==> config.mk <==
export PLATFORM = sky130hd
export DESIGN_NAME = jstk_spi_responder
export DESIGN_NICKNAME = d
export VERILOG_FILES = /design/src/rtl/jstk_spi_responder.sv
export SDC_FILE = /design/constraint.sdc
export NUM_CORES = 1
export LEC_CHECK = 0
export CORE_MARGIN = 2
export CORE_UTILIZATION = 45
export CTS_CLUSTER_DIAMETER = 80
export CTS_CLUSTER_SIZE = 40
export DETAILED_ROUTE_END_ITERATION = 16
export PLACE_DENSITY = 0.68
export SLEW_MARGIN = 20
export SYNTH_ARGS = -nofsm -noshare
export SYNTH_HDL_FRONTEND = slang
export SYNTH_SLANG_ARGS = --single-unit
==> constraint.sdc <==
create_clock -name clk -period 1.7 [get_ports clk]
set_clock_uncertainty 0.05 [all_clocks]
set_input_delay 0.51 -clock clk [delete_from_list [all_inputs] [get_ports clk]]
set_output_delay 0.51 -clock clk [all_outputs]
set_load 0.03 [all_outputs]
==> src/rtl/jstk_spi_responder.sv <==
// SPI mode-0 responder emulating a PmodJSTK: answers a 5-byte X/Y/button frame and captures the LED command byte.
// Latency: miso updates SYNC_STAGES+1 clk after a raw sclk fall; frame_done/frame_err pulse SYNC_STAGES+1..+2 clk after ss rises.
// Backpressure: none; the SPI master paces every transfer and the responder only follows its sclk/ss.
//
// Ports:
//   clk, rst            system clock, synchronous active-high reset
//   ss, sclk, mosi      raw SPI inputs from the master (asynchronous to clk)
//   miso                registered SPI output to the master
//   x_pos, y_pos        10-bit positions, sampled when ss falls
//   buttons             3 button bits, sampled when ss falls
//   leds                LED bits from the last completed frame with cmd bit7 set
//   frame_done          1-cycle pulse when ss rises after a complete frame
//   frame_err           1-cycle pulse when ss rises before the frame completed
module jstk_spi_responder #(
  parameter int SYNC_STAGES = 2,
  parameter int NUM_BYTES   = 5
) (
  input  logic       clk,
  input  logic       rst,
  input  logic       ss,
  input  logic       sclk,
  input  logic       mosi,
  output logic       miso,
  input  logic [9:0] x_pos,
  input  logic [9:0] y_pos,
  input  logic [2:0] buttons,
  output logic [1:0] leds,
  output logic       frame_done,
  output logic       frame_err
);

  localparam int FRAME_BITS = NUM_BYTES * 8;
  localparam int CNT_W      = $clog2(FRAME_BITS + 1);

  typedef enum logic [1:0] {IDLE, SHIFT, DONE, ABORT} state_t;

  state_t                  state;
  logic [SYNC_STAGES-1:0]  sclk_sync, ss_sync, mosi_sync;
  logic                    sclk_q, ss_q;
  logic [FRAME_BITS-2:0]   shreg;      // bits still to send after the one on miso
  logic [CNT_W-1:0]        bit_cnt;
  logic [6:0]              rx_byte;    // last 7 mosi bits; the 8th completes the command
  logic                    cmd_en;
  logic [1:0]              cmd_led;
  logic [FRAME_BITS-1:0]   frame_init;

  logic sclk_s, ss_s, mosi_s;
  logic sclk_rise, sclk_fall, ss_rise, ss_fall;

  // Synchronizers reset to 0 so that a reset while ss is held low never
  // produces a false ss falling edge: the responder waits for ss to go high
  // and fall again before starting a new frame.
  always_ff @(posedge clk) begin
    if (rst) begin
      sclk_sync <= '0;
      ss_sync   <= '0;
      mosi_sync <= '0;
    end else begin
      sclk_sync <= {sclk_sync[SYNC_STAGES-2:0], sclk};
      ss_sync   <= {ss_sync[SYNC_STAGES-2:0], ss};
      mosi_sync <= {mosi_sync[SYNC_STAGES-2:0], mosi};
    end
  end

  assign sclk_s    = sclk_sync[SYNC_STAGES-1];
  assign ss_s      = ss_sync[SYNC_STAGES-1];
  assign mosi_s    = mosi_sync[SYNC_STAGES-1];
  assign sclk_rise = sclk_s & ~sclk_q;
  assign sclk_fall = ~sclk_s & sclk_q;
  assign ss_rise   = ss_s & ~ss_q;
  assign ss_fall   = ~ss_s & ss_q;

  // Transmit image: the five report bytes at the top, any extra bytes zero.
  always_comb begin
    frame_init = '0;
    frame_init[FRAME_BITS-1 -: 40] = {x_pos[7:0], 6'b0, x_pos[9:8],
                                      y_pos[7:0], 6'b0, y_pos[9:8],
                                      5'b0, buttons};
  end

  always_ff @(posedge clk) begin
    if (rst) begin
      state      <= IDLE;
      sclk_q     <= 1'b0;
      ss_q       <= 1'b0;
      shreg      <= '0;
      bit_cnt    <= '0;
      rx_byte    <= '0;
      cmd_en     <= 1'b0;
      cmd_led    <= 2'b00;
      miso       <= 1'b0;
      leds       <= 2'b00;
      frame_done <= 1'b0;
      frame_err  <= 1'b0;
    end else begin
      sclk_q     <= sclk_s;
      ss_q       <= ss_s;
      frame_done <= 1'b0;
      frame_err  <= 1'b0;
      case (state)
        IDLE: begin
          miso <= 1'b0;
          if (ss_fall) begin
            miso    <= frame_init[FRAME_BITS-1];
            shreg   <= frame_init[FRAME_BITS-2:0];
            bit_cnt <= '0;
            rx_byte <= '0;
            cmd_en  <= 1'b0;
            cmd_led <= 2'b00;
            state   <= SHIFT;
          end
        end
        SHIFT: begin
          if (ss_rise) begin
            state <= ABORT;
          end else begin
            if (sclk_rise) begin
              rx_byte <= {rx_byte[5:0], mosi_s};
              bit_cnt <= bit_cnt + CNT_W'(1);
              // 8th rising edge: {rx_byte, mosi_s} is the command byte.
              if (bit_cnt == CNT_W'(7)) begin
                cmd_en  <= rx_byte[6];
                cmd_led <= {rx_byte[0], mosi_s};
              end
              if (bit_cnt == CNT_W'(FRAME_BITS - 1)) begin
                state <= DONE;
              end
            end
            if (sclk_fall) begin
              miso  <= shreg[FRAME_BITS-2];
              shreg <= {shreg[FRAME_BITS-3:0], 1'b0};
            end
          end
        end
        DONE: begin
          // Overclocking past the frame only clocks out zeros.
          if (sclk_fall) begin
            miso  <= 1'b0;
            shreg <= {shreg[FRAME_BITS-3:0], 1'b0};
          end
          if (ss_rise) begin
            frame_done <= 1'b1;
            miso       <= 1'b0;
            if (cmd_en) begin
              leds <= cmd_led;
            end
            state <= IDLE;
          end
        end
        ABORT: begin
          frame_err <= 1'b1;
          miso      <= 1'b0;
          state     <= IDLE;
        end
        default: state <= IDLE;
      endcase
    end
  end

endmodule

==> run metrics, run 1 <==
Setup Viol. Count Final 0; Combinational Power Share 0.461; vias per inst 5.662; most frequent cells in the layout 67 x dfxtp_1, 44 x a21oi_1, 26 x clkdlybuf4s50_1; mux cell area share after synthesis 0.07522; DRT Wirelength 6915 um; # nets final slightly above 400; drt pass-1 iters 4; fill count 609; Max VDD drop 1.331 mV; cell-internal power 4.167 mW; grt ovf 0; arrival time worst endpoint 1800 ps; root buffer cell clkbuf_8; total track usage 0.1870; clock buffer depth 2; DP Cell Count approximately 440; first-pass GRT wire length roughly 11,000 um; clk_lat worst skew 350 ps; share of power burned in registers 0.311; leakage dissipation 1.475 nW; sw power ~2.4 mW; fin cells 458; post-route clock period utilization 0.9681; most common cell after layout, fill and taps aside dfxtp_1; Yosys cell types 41; post-route cell area 3981 sq um; Synth Area in Adders 0.02453; multi-input combinational cell area 1594 sq um; Clock Sinks 70; maxcap violations 0; Mean Syn Cell Area 9.302 sq um; Largest delay share family, worst path buffers and inverters; Synth Area in Simple Gates 0.1562; CP Class reg -> reg; YS warnings 0; largest family of logic cells by synthesized area compound AO/OA/AOI/OAI gates; largest net degree at the start of global routing 53; Post-DP Area between 3000 and 4000 sq um; Hold Violations, Final 0; synthesized net count 363; n_diodes 0; Slew Limit Fails 0; placeable core region 6681 sq um; P per Cell Area 1640 nW/um^2; Post-Synth XOR/XNOR Area 0.005724; Hold WS 390.0 ps; die area 7476 sq um; die extent in x 86.47 um; Buffers & Inverters on Critical Path 3; P&R area growth vs syn 30.09%; crit path launch type flip-flop; Sw Ratio 0.3617; routed wire length per instance between 15 and 20 um; Final min period about 1600 ps; worst-margin pin slew around 550 ps; number of global-route vias before repair 2,400; Required @ worst endpoint 1860 ps; initial antenna violation count 0; slew margin rel. 0.6315; H-tree depth 3; CTS tree yes; Cell Rows 30; power share of the clock group 0.228; CTS clk-pin slew, worst paths 80 ps; crit path max fanout 11; layout cells sized above 1 0.1799; critical-path cell list inv_2 > ha_4 > buf_4 > a22o_4 > nor2_4 > buf_12 > a211oi_1; register bit total from synthesis 70; post-synthesis cell area ~3100 sq um; slowest CP cell dfxtp_4; DIE HEIGHT 86.47 um; Post-DRT Antenna Nets 0; fmax around 600 MHz; DRC 0; PortBufs 32; status finished clean; complex-gate fraction of the synthesized area 0.2298; Ports 33; via count approximately 2,600; worst stage delay on the critical path 380 ps; Seq. cell area 1408 sq um; Post-Synthesis Cells roughly 330; DPL Wire Length 4192 um; Crit. End Element flip-flop; Worst Hold Class reg -> reg; Num CTS Buffers 9; Seq/Total Area, Yosys 0.4579; DRT iter0 DRCs 188; Routability Congestion between 0.8 and 0.9; Initial Util 0.4581
## flip-flops by register name, summed over array words and instances, names as in the netlist
name and flops:
frame_err 1, rx_byte 7, sclk_sync 2, state 2, shreg 39, sclk_q 1, leds 2, ss_q 1
cmd_en 1, mosi_sync 2, miso 1, ss_sync 2, frame_done 1, bit_cnt 6, cmd_led 2
## what timing repair did
action                     in CTS  in global routing
gates cloned                    0                  4
resized for setup              15                 13
buffers inserted                0                  2
setup endpoints to repair      19                 35
hold buffers                    0                  0
pin swaps                       2                 22
## final timing paths
path / startpoint / to / slack [ps] / cells past startpoint
worst max-delay path: state[0] / shreg[32] / 50 / 7
worst min-delay path: sclk_sync[0] / sclk_sync[1] / 390 / 1
worst max register to register: state[0] / shreg[32] / 50 / 7
worst min register to register: sclk_sync[0] / sclk_sync[1] / 390 / 1
## per-stage QoR
step	power [mW]	setup TNS, ps	util	setup WS (ps)
floorplan	3.791	-213.2	-	-14.47
global placement	4.522	0	0.5375	41.78
detailed placement	4.570	-58.90	0.5375	-27.99
CTS	6.138	0	0.5768	26.48
global route	6.877	-3.651	0.5959	-3.651
finish	6.528	0	0.5959	54.18
## final cells by class
class / instances / share of cell area
well taps: 80 / 0.02514
inverters: 4 / 0.004400
flip-flops and latches: 70 / 0.3536
clock inverters: 6 / 0.02137
repair buffers: 62 / 0.1606
clock buffers: 10 / 0.03457
multi-input cells: 226 / 0.4004
## per-layer routing
metal	GRT usage	share of wire	up-vias
met1	0.2632	0.49	1220
met5	0	0	-
met2	0.2755	0.46	57
met3	0.04762	0.040	9
li1	-	-	1307
met4	0.07244	0.015	0
## synthesized netlist by cell type (all sizes together)
cell type  number  area share
dfxtp          70        0.46
o21a            8       0.020
nand4b          3      0.0086
nor2           16       0.020
o311a           1      0.0033
a211oi         21       0.052
buf            15       0.029
and3            7       0.014
clkbuf         14       0.017
o21ai          21       0.036
mux2i          23       0.075
inv             4      0.0049
o2111ai         1      0.0029
nand3           6      0.0098
nor3            1      0.0016
or3             2      0.0041
a32o            3      0.0098
a21boi          1      0.0037
nand3b          2      0.0049
or4             2      0.0049
and3b           1      0.0033
nor2b          11       0.022
xor2            2      0.0057
o211ai          3      0.0074
a21oi          45       0.074
o211a           1      0.0033
o221ai          1      0.0029
ha              6       0.025
nand2b          3      0.0061
a22oi           1      0.0041
and2            1      0.0020
o31a            1      0.0029
a22o            1      0.0033
nand4          17       0.035
nand2          10       0.012
o221a           1      0.0037
nand4bb         2      0.0074
o31ai           1      0.0025
## power by group through the flow
stage / Combinational, mW / Sequential, mW / Clock, mW
2_1_floorplan: 1.77 / 2.03 / 0
3_3_place_gp: 2.49 / 2.03 / 0
3_5_place_dp: 2.53 / 2.04 / 0
4_1_cts: 2.61 / 2.02 / 1.51
5_1_grt: 3.23 / 2.05 / 1.59
6_report: 3.01 / 2.03 / 1.49
## logic make-up (layout without fill, tap and decap cells)
family,Yosys count,after routing
AOI/OAI and AO/OA,111,111
xor gates and xnor gates,2,2
adders and majority gates,6,6
buffers and inverters,33,82
DFF,70,70
muxes,23,23
and+or+nand+nor,84,84
No activity file was read; power rests on OpenSTA's default activity.
==> inputs of run 2 (changes only) <==
Settings changed: CORE_UTILIZATION 45 to 50, CTS_CLUSTER_DIAMETER 80 to not set, PLACE_DENSITY 0.68 to 0.75.
==> run metrics, run 2 (synthesis results as in run 1) <==
H-tree depth 3; DRT Wirelength 8361 um; largest registers shreg (39), rx_byte (7), bit_cnt (6); CP Class reg -> reg; maxcap violations 0; Routability Congestion between 0.8 and 0.9; Largest Register shreg; grt ovf 0; PortBufs 32; # nets final 419; critical-path cell list inv_4 > ha_4 > buf_6 > a22oi_2 > buf_4 > clkbuf_16 > a21oi_2 > a211oi_2; Cell Rows 28; CTS clk-pin slew, worst paths 70 ps; layout cells sized above 1 0.2732; post-route cell area 4207 sq um; CTS tree yes; routed wire length per instance 18.06 um; placeable core region 5921 sq um; leakage dissipation 1.565 nW; Hold Violations, Final 0; die area about 6800 sq um; slowest CP cell dfxtp_2; via count 2,831; largest net degree at the start of global routing 51; RSZ-0062 raised after global routing true; most common cell after layout, fill and taps aside dfxtp_1; Buffers & Inverters on Critical Path 4; max reg flops 39; DRC 0; crit path max fanout 5; P per Cell Area 1696 nW/um^2; Setup Viol. Count Final 16; P&R area growth vs syn 37.45%; number of global-route vias before repair 2,425; slew margin rel. 0.6004; Ports 33; worst-margin pin slew 599.4 ps; Final min period 1770 ps; Max VDD drop ~1.2 mV; vias per inst 6.114; Initial Util 0.5169; Largest delay share family, worst path buffers and inverters; Clock Sinks 70; die extent in x roughly 82 um; DP Cell Count 437; Num CTS Buffers 9; first-pass GRT wire length around 12,000 um; CTS Hold Bufs 0; Required @ worst endpoint approximately 1900 ps; drt pass-1 iters 4; worst stage delay on the critical path 370 ps; DRT iter0 DRCs 257; Slew Limit Fails 0; root buffer cell clkbuf_8; n_diodes 0; fin cells 463; post-route clock period utilization 1.041; clock buffer depth 2; Post-DP Area 3655 sq um; DPL Wire Length 4357 um; most frequent cells in the layout 67 x dfxtp_1, 26 x a21oi_1, 26 x clkdlybuf4s50_1; Worst Hold Class in -> reg; Post-DRT Antenna Nets 0; total track usage 0.2245; DIE HEIGHT 82.24 um; arrival time worst endpoint 1980 ps; Crit. End Element flip-flop; failing checks setup timing; initial antenna violation count 0; fmax around 570 MHz; status finished with violations; crit path launch type flip-flop; clk_lat worst skew 340 ps; min setup slack post-route -69.50 ps
-- run 2: cell count changes in the layout (fill, tap and decap cells not counted), sizes merged --
cell	change
clkinvlp	-2
buf	+10
bufinv	-2
clkbuf	+4
-- run 2: worst paths after layout --
| kind | slack (ps) | end | cells after the start | start |
|---|---|---|---|---|
| max reg2reg | -70 | shreg[25] | 8 | state[1] |
| min reg2reg | 400 | ss_sync[1] | 1 | ss_sync[0] |
| max | -70 | shreg[25] | 8 | state[1] |
| min | 350 | leds[1] | 2 | rst |
-- run 2: layer usage --
metal  part of all wire  wire (um)  track usage  vias up
met1               0.42       3520       0.3088     1357
met5                  0          0            0        -
met2               0.48       4043       0.3452      114
li1                   -          -            -     1336
met3              0.067        559      0.04783       24
met4              0.028        238      0.08500        0
-- run 2: through the flow --
stage	power, mW	hold WS (ps)	TNS, ps	setup slack, ps	utilization
3_3_place_gp	4.673	366.4	0	43.10	0.6173
4_1_cts	6.194	354.3	0	9.110	0.6621
2_1_floorplan	3.791	363.8	-213.2	-14.47	-
3_5_place_dp	4.732	385.1	-223.0	-75.94	0.6173
6_report	7.136	350.4	-413.8	-69.50	0.7105
5_1_grt	7.444	349.2	-2200	-101.8	0.7105
-- run 2: what timing repair did --
| action | 4_1_cts | 5_1_grt |
|---|---|---|
| endpoints found under the setup margin | 17 | 44 |
| buffers inserted | 3 | 4 |
| cloned | 2 | 5 |
| pin swaps | 1 | 32 |
| gates resized for setup | 12 | 51 |
-- run 2: area by class of cell --
type / instances / area (sq um)
Clock buffer: 12 / 145.1
Clock inverter: 2 / 10.01
Fill cell: 410 / 1714
Inverter: 4 / 20.02
Multi-Input combinational cell: 226 / 1709
Sequential cell: 70 / 1408
Tap cell: 75 / 93.84
Timing Repair Buffer: 74 / 820.8
-- run 2: worst reg2reg max path: stages (launching register included) --
cell and delay (ps):
dfxtp_2 370, inv_4 60, ha_4 180, buf_6 140, a22oi_2 260, buf_4 200
clkbuf_16 150, a21oi_2 60, a211oi_2 200
-- run 2: where the power goes --
group	switching, mW	internal (mW)
Combinational	1.98	1.93
Clock	0.599	0.550
Sequential	0.184	1.89
Total	2.77	4.37
==> inputs of run 3 (changes only) <==
Settings changed: CORE_MARGIN 2 to 3.
==> run metrics, run 3 (synthesis results as in run 1) <==
status finished clean; DIE HEIGHT ~84 um; Post-DP Area 3588 sq um; fill count 468; Worst Hold Class in -> reg; die extent in x about 84 um; worst stage delay on the critical path 520 ps; first-pass GRT wire length 11,410 um; RSZ-0062 raised after global routing true; placeable core region 5709 sq um; Cell Rows 27; P&R area growth vs syn 27.39%; initial antenna violation count 0; n_diodes 0; clock buffer depth 2; DRC 0; root buffer cell clkbuf_8; worst-margin pin slew approximately 520 ps; Post-DRT Antenna Nets 0; Seq. cell area 1408 sq um; clk_lat worst skew around 340 ps; via count 2,635; DRT iter0 DRCs 245; drt pass-1 iters 4; routed wire length per instance 15.23 um; max reg flops 39; largest net degree at the start of global routing 52; slew margin rel. 0.6505; maxcap violations 0; multi-input combinational cell area ~1600 sq um; Required @ worst endpoint 1930 ps; Crit. End Element flip-flop; CTS clk-pin slew, worst paths 70 ps; Ports 33; CP Class reg -> reg; most common cell after layout, fill and taps aside dfxtp_1; total track usage 0.1931; critical-path cell list inv_4 > ha_4 > and3b_2 > o21ai_4 > or4_4 > a21oi_2; most frequent cells in the layout 67 x dfxtp_1, 44 x a21oi_1, 26 x clkdlybuf4s50_1; crit path launch type flip-flop; leakage dissipation 1.443 nW; crit path max fanout 7; Clock Sinks 70; CTS Hold Bufs 0; P per Cell Area 1582 nW/um^2; slowest CP cell or4_4; post-route clock period utilization 0.9875; DRT Wirelength 6810 um; vias per inst approximately 6; DPL Wire Length about 4300 um; arrival time worst endpoint 1900 ps; post-route cell area between 3000 and 4000 sq um; Initial Util 0.5361; die area about 7000 sq um; # nets final 404; Setup Viol. Count Final 0; H-tree depth 3; layout cells sized above 1 0.1760; PortBufs 32; number of global-route vias before repair 2,527; Slew Limit Fails 0; CTS tree yes; largest registers shreg (39), rx_byte (7), bit_cnt (6); Max VDD drop 1.078 mV; grt ovf 0; Final min period 1679 ps; Largest Register shreg; fin cells between 400 and 500; Hold Violations, Final 0; fmax 595.7 MHz; Num CTS Buffers 9; Routability Congestion 0.8685; DP Cell Count 429; setup TNS 0 ps
run 3: cell type report:
class / instances / share of cell area
clock buffers: 12 / 0.03979
clock inverters: 4 / 0.01155
repair buffers: 59 / 0.1528
inverters: 4 / 0.004493
multi-input cells: 226 / 0.4073
flip-flops and latches: 70 / 0.3610
well taps: 72 / 0.02311
run 3: power by group:
part | internal [mW] | leakage [nW] | switching, mW | total [mW]
clock network | 0.751 | 0.106 | 0.601 | 1.35
registers | 1.89 | 0.571 | 0.138 | 2.02
logic | 1.28 | 0.766 | 1.52 | 2.79
run 3: critical path: cells and delay by family, from the launching register on:
family / cells / cell delay [ps]
AOI/OAI and AO/OA: 2 / 240
adders and majority gates: 1 / 160
buffers and inverters: 1 / 80
DFF: 1 / 340
and+or+nand+nor: 2 / 740
run 3: routing by layer:
metal / routed length [um] / GRT usage / part of all wire
met5: 0 / 0 / 0
met4: 80 / 0.07164 / 0.012
met3: 311 / 0.04907 / 0.046
met2: 3200 / 0.2920 / 0.47
met1: 3218 / 0.2660 / 0.47
run 3: through the flow:
| step | hold WS (ps) | total power, mW | setup WS (ps) | util |
|---|---|---|---|---|
| finish | 337.8 | 6.168 | 21.21 | 0.6829 |
| global route | 346.9 | 6.504 | -46.45 | 0.6829 |
| CTS | 341.4 | 5.962 | 0.6926 | 0.6732 |
| detailed placement | 376.0 | 4.539 | -99.35 | 0.6285 |
| global placement | 368.6 | 4.506 | 24.77 | 0.6285 |
| floorplan | 363.8 | 3.791 | -14.47 | - |
run 3: timing repair:
item	in CTS	in global routing
buffers inserted	0	1
pin swaps	1	6
setup endpoints to repair	17	40
gates resized for setup	18	15
gates cloned	0	1
run 3: final timing paths:
kind / startpoint / to / slack (ps) / depth (start not counted)
max: state[1] / bit_cnt[5] / 20 / 6
min: rst / frame_err / 340 / 2
max reg2reg: state[1] / bit_cnt[5] / 20 / 6
min reg2reg: mosi_sync[0] / mosi_sync[1] / 390 / 1
